[src/rtl/dct_it_2d_ctrl.sv]
// Row/column sequencer for an 8x8 inverse binDCT sharing one 1-D IDCT math pipeline.
// Pass 0 fills a transpose buffer from input rows; pass 1 runs its columns into a drained output buffer.
module dct_it_2d_ctrl #(
  parameter int MATH_LAT = 17,
  parameter int W_D      = 16,
  parameter int W_O      = 16
) (
  input  logic             clk,
  input  logic             rst_n,
  input  logic             s_valid,
  output logic             s_ready,
  input  logic [8*W_D-1:0] s_data,
  output logic [8*W_D-1:0] math_in_data,
  input  logic [8*W_D-1:0] math_out_data,
  output logic             m_valid,
  input  logic             m_ready,
  output logic [8*W_O-1:0] m_data,
  output logic             m_last,
  output logic             busy
);

  typedef enum logic [1:0] {S_ROW, S_WAIT_T, S_COL} state_t;

  state_t           state, state_nxt;
  logic [2:0]       row_cnt, col_cnt, rd_ptr;
  logic [3:0]       wr_cnt;
  logic             tbuf_done;
  logic [MATH_LAT:0] tag_vld, tag_pass;
  logic [2:0]       tag_idx [MATH_LAT+1];
  logic [W_D-1:0]   tbuf [8][8];
  logic [8*W_O-1:0] obuf [8];

  logic             row_hs, issue, last_hs, obuf_free;
  logic             pop_vld, pop_pass, cap0, cap1, cap0_last;
  logic [2:0]       pop_idx;
  logic [8*W_D-1:0] col_data;

  // The tag at the end of the delay line lines up with the result on math_out_data.
  assign pop_vld   = tag_vld[MATH_LAT];
  assign pop_pass  = tag_pass[MATH_LAT];
  assign pop_idx   = tag_idx[MATH_LAT];
  assign cap0      = pop_vld && !pop_pass;
  assign cap1      = pop_vld && pop_pass;
  assign cap0_last = cap0 && (pop_idx == 3'd7);

  assign row_hs    = s_valid && s_ready;
  assign issue     = row_hs || (state == S_COL);

  assign m_valid   = ({1'b0, rd_ptr} < wr_cnt);
  assign m_data    = obuf[rd_ptr];
  assign m_last    = (rd_ptr == 3'd7);
  assign last_hs   = m_valid && m_ready && m_last;
  // A buffer that empties on this very edge is free for the next block's columns.
  assign obuf_free = (wr_cnt == 4'd0) || last_hs;

  assign busy = (|tag_vld) || (state != S_ROW) || (row_cnt != 3'd0) || (wr_cnt != 4'd0);

  always_comb begin
    col_data = '0;
    for (int k = 0; k < 8; k++) begin
      col_data[k*W_D +: W_D] = tbuf[k][col_cnt];
    end
  end

  always_comb begin
    state_nxt = state;
    case (state)
      S_ROW:    if (row_hs && (row_cnt == 3'd7)) state_nxt = S_WAIT_T;
      S_WAIT_T: if ((tbuf_done || cap0_last) && obuf_free) state_nxt = S_COL;
      S_COL:    if (col_cnt == 3'd7) state_nxt = S_ROW;
      default:  state_nxt = S_ROW;
    endcase
  end

  always_ff @(posedge clk or negedge rst_n) begin
    if (!rst_n) begin
      state        <= S_ROW;
      s_ready      <= 1'b0;
      row_cnt      <= '0;
      col_cnt      <= '0;
      rd_ptr       <= '0;
      wr_cnt       <= '0;
      tbuf_done    <= 1'b0;
      math_in_data <= '0;
      tag_vld      <= '0;
      tag_pass     <= '0;
      for (int i = 0; i <= MATH_LAT; i++) tag_idx[i] <= '0;
      for (int i = 0; i < 8; i++) obuf[i] <= '0;
    end else begin
      state     <= state_nxt;
      s_ready   <= (state_nxt == S_ROW);
      tbuf_done <= (state_nxt == S_WAIT_T) && (tbuf_done || cap0_last);

      if (row_hs) row_cnt <= row_cnt + 3'd1;
      if (state == S_COL) col_cnt <= col_cnt + 3'd1;

      if (row_hs) begin
        math_in_data <= s_data;
      end else if (state == S_COL) begin
        math_in_data <= col_data;
      end

      tag_vld    <= {tag_vld[MATH_LAT-1:0], issue};
      tag_pass   <= {tag_pass[MATH_LAT-1:0], (state == S_COL)};
      tag_idx[0] <= (state == S_COL) ? col_cnt : row_cnt;
      for (int i = 1; i <= MATH_LAT; i++) tag_idx[i] <= tag_idx[i-1];

      if (cap1) begin
        for (int j = 0; j < 8; j++) begin
          obuf[pop_idx][j*W_O +: W_O] <= math_out_data[j*W_D +: W_O];
        end
      end

      if (last_hs) begin
        wr_cnt <= '0;
        rd_ptr <= '0;
      end else begin
        if (cap1) wr_cnt <= wr_cnt + 4'd1;
        if (m_valid && m_ready) rd_ptr <= rd_ptr + 3'd1;
      end
    end
  end

  // Transpose storage carries no reset; its contents are only read after being written.
  always_ff @(posedge clk) begin
    if (cap0) begin
      for (int j = 0; j < 8; j++) begin
        tbuf[pop_idx][j] <= math_out_data[j*W_D +: W_D];
      end
    end
  end

endmodule

[config.mk]
export PLATFORM = sky130hd
export DESIGN_NAME = dct_it_2d_ctrl
export DESIGN_NICKNAME = d
export VERILOG_FILES = /design/src/rtl/dct_it_2d_ctrl.sv
export SDC_FILE = /design/constraint.sdc
export NUM_CORES = 2
export LEC_CHECK = 0
export CAP_MARGIN = 40
export CORE_ASPECT_RATIO = 2
export CORE_MARGIN = 2
export CORE_UTILIZATION = 45
export CTS_CLUSTER_SIZE = 28
export DETAILED_ROUTE_END_ITERATION = 10
export PLACE_DENSITY_LB_ADDON = 0.3
export SYNTH_ARGS = -nofsm -noshare
export SYNTH_HDL_FRONTEND = slang
export SYNTH_SLANG_ARGS = --single-unit
[constraint.sdc]
create_clock -name clk -period 12.1 [get_ports clk]
set_input_delay 1.815 -clock clk [delete_from_list [all_inputs] [get_ports clk]]
set_output_delay 1.815 -clock clk [all_outputs]
set_load 0.01 [all_outputs]
==> impl_metrics.ini <==
[sta]
tightestPinTransition_ps = 1140
fin_skew_ps = 64.7
timing_hold_violations_final = 0
period_needed_ps = 5920
timing.final.crit_share_pct = 48.9
rsz0062_at_grt = no
fin_tns_setup_ps = 0
slew_headroom_pct = 23.8
max_freq_mhz = 169
slew_viol_final = 0
setup_viol = 0

[layout]
areaGrowthSynthToFinish_pct = 17.7
final_nets = 5609
final_layout_size_suffix_gt1_share_pct = 39.5
final-instance-count-excl-fill = 8209

[synthesis]
yosys-top-cells-area = dfrtp_1 35%, edfxtp_1 34%, mux2_2 14%
postSynth.asyncResetShare_pct = 55.1
synthSimpleGateAreaFrac_pct = 0.930
synthAdderAreaFrac_pct = 0.151
postSynthCellCount = 4744
synth-seq-cells = 2283
synth_top_family_by_area = multiplexers
syn_area_mm2 = 0.0913
synth_ff_type = dfrtp_1
yosysTopAreaCell = dfrtp_1
synth_nets = 5015
synth-edff-count = 1024
synth_cell_types = 40
synth_top_cell_area_share_pct = 34.5
netlist_top_cells_count = 1259 x dfrtp_1, 1155 x mux2_2, 1024 x edfxtp_1
synth_xor_area_share_pct = 0.0480
synth_area_per_cell_um2 = 19.2
synthMostInstantiatedCell = dfrtp_1
ys_warn_count = 0
muxShareOfSynthArea_pct = 26.9
synth.yosys.seq_area_share_pct = 68.2
synth_compound_area_share_pct = 2.18

[detailed_routing]
top_layer = met5
route.met3.wl_um = 14100
wl_met1_um = 98600
wl_per_cell_um = 30.6
drtIter0Drc = 4386
vias = 48100
finalWirelength_um = 251000
drtAntennaViolNets = 0
wl_met2_um = 130000
firstDrtPassIters = 7
drc = 0
viasPerCell = 5.86

[floorplan]
rows = 233
die_h_um = 641
die_area_mm2 = 0.207
start_util_pct = 45.3
io_pins = 520
fp.dieW_um = 323
core-area_mm2 = 0.201

[clock_tree]
insertion_delay_ps = 880
ctsRootBufferMaster = clkbuf_16
cts_buffers = 201
htreeDepth = 4
cts_resized = 0
cts_tree = done
clk_path_buf_depth = 4
ctsHoldBuffers = 0
clkSinkCount = 2283
clk_pin_slew_worst_paths_ps = 70
post_cts_buffers = 0

[place]
gp_congestion = 0.784
io_buffers = 519
dp.cells = 7837
dp_hpwl_um = 160000

[power]
vdd_drop_max_uv = 216
p_leak_nw = 42.4
powerDensity_mw_per_mm2 = 183

[critical_path]
r2r-end = math_in_data[78]
crit_type = flip-flop to output pin
cp_cell_sequence = buf_16 > buf_12 > mux4_2 > mux2_2 > clkdlybuf4s50_1
worstPathArrival_ps = 4110
critPathMaxFanout = 106
startpoint_type = flip-flop
path_buf_inv = 3
r2r_setup_slack_ps = 8350
ff2ff_path_depth = 6
crit_slowest_cell = mux4_2
required_ps = 10280
worstSetupEndpointType = output pin
path_delay_family = buffers and inverters
cpPeakStageDelay_ps = 610
r2r_start = col_cnt[1]
crit_start = rd_ptr[0]

[run_status]
outcome = finished, final reports clean

[global_routing]
grt_pass1_vias = 51300
grt_overflow = 0
grt_pass1_wl_um = 362000
antenna_found_initial = 31
track_usage_pct = 24.4
grt_max_degree = 168

[hold_path]
min_from = tag_pass[1]
whs_path_depth = 0
hold_path_class = flip-flop to flip-flop
worstHoldEndpoint = tag_pass[2]

[job]
max_cap_violations = 0
metrics by stage:
stage / utilization (%) / hold slack [ps] / power [W] / setup WS, ps / cell area (um^2)
after floorplan: - / 331 / 0.0115 / 1750 / 91300
after global placement: 49.3 / 334 / 0.0133 / 6780 / 99400
after detailed placement: 50.1 / 335 / 0.0134 / 7010 / 101000
after CTS: 53.4 / 334 / 0.0199 / 6050 / 107000
after global routing: 53.4 / 339 / 0.0204 / 5960 / 107000
final: 53.4 / 328 / 0.0197 / 6180 / 108000
layout make-up:
cell class	instances	area (um^2)
well taps	2702	3380
inverters	9	33.8
repair buffers	691	7600
multi-input cells	2152	27700
fillers	15700	93900
clock inverters	101	1010
diodes	9	22.5
clock buffers	262	5510
flip-flops and latches	2283	62300
worst max path at each step:
stage                  endpoint  cells past startpoint  slack, ps
floorplan            tbuf[0][0]                      2       1750
global placement    m_data[102]                      4       6780
detailed placement  m_data[102]                      5       7010
CTS                 m_data[102]                      5       6050
global route        m_data[102]                      5       5960
finish              m_data[102]                      5       6180
worst register-to-register path: cells and delay by family, from the launching register on:
family,cells,cell delay (ps)
buf+inv,3,1590
mux,1,550
flops,1,740
compound gates,1,580
simple gates,1,120
logic make-up after synthesis:
group           count (synthesis)
xor+xnor                        5
fa+ha+maj                      11
buf+inv                       309
mux                          1667
compound gates                267
simple gates                  202
flops                        2283
metal layers:
layer	up-vias	track usage [%]
met3	390	3.89
li1	19800	-
met5	-	0
met1	26400	31.3
met2	1524	42.1
met4	26	8.10
cells in the final DEF (no fill, tap or decap), drive strengths merged, types with 68 or more instances in the layout:
| cell | count |
|---|---|
| dfrtp | 1259 |
| clkinv | 68 |
| mux2 | 1155 |
| edfxtp | 1024 |
| clkdlybuf4s50 | 512 |
| clkbuf | 262 |
| a22oi | 256 |
| buf | 179 |
| mux4 | 512 |
| nand2 | 149 |
power by group:
part           total (W)  internal, W  switching [W]
clock            0.00650      0.00361        0.00288
sequential       0.00924      0.00890       0.000339
combinational    0.00397      0.00191        0.00206
sequential cells by signal (all words and copies together), names as in the netlist:
name / count
state: 2
tag_pass: 18
tag_vld: 18
pop_idx: 3
tbuf_done: 1
tbuf: 1024
wr_cnt: 4
tag_idx: 51
s_ready: 1
math_in_data: 128
rd_ptr: 3
col_cnt: 3
obuf: 1024
row_cnt: 3
(Power assumes the default switching activity.)
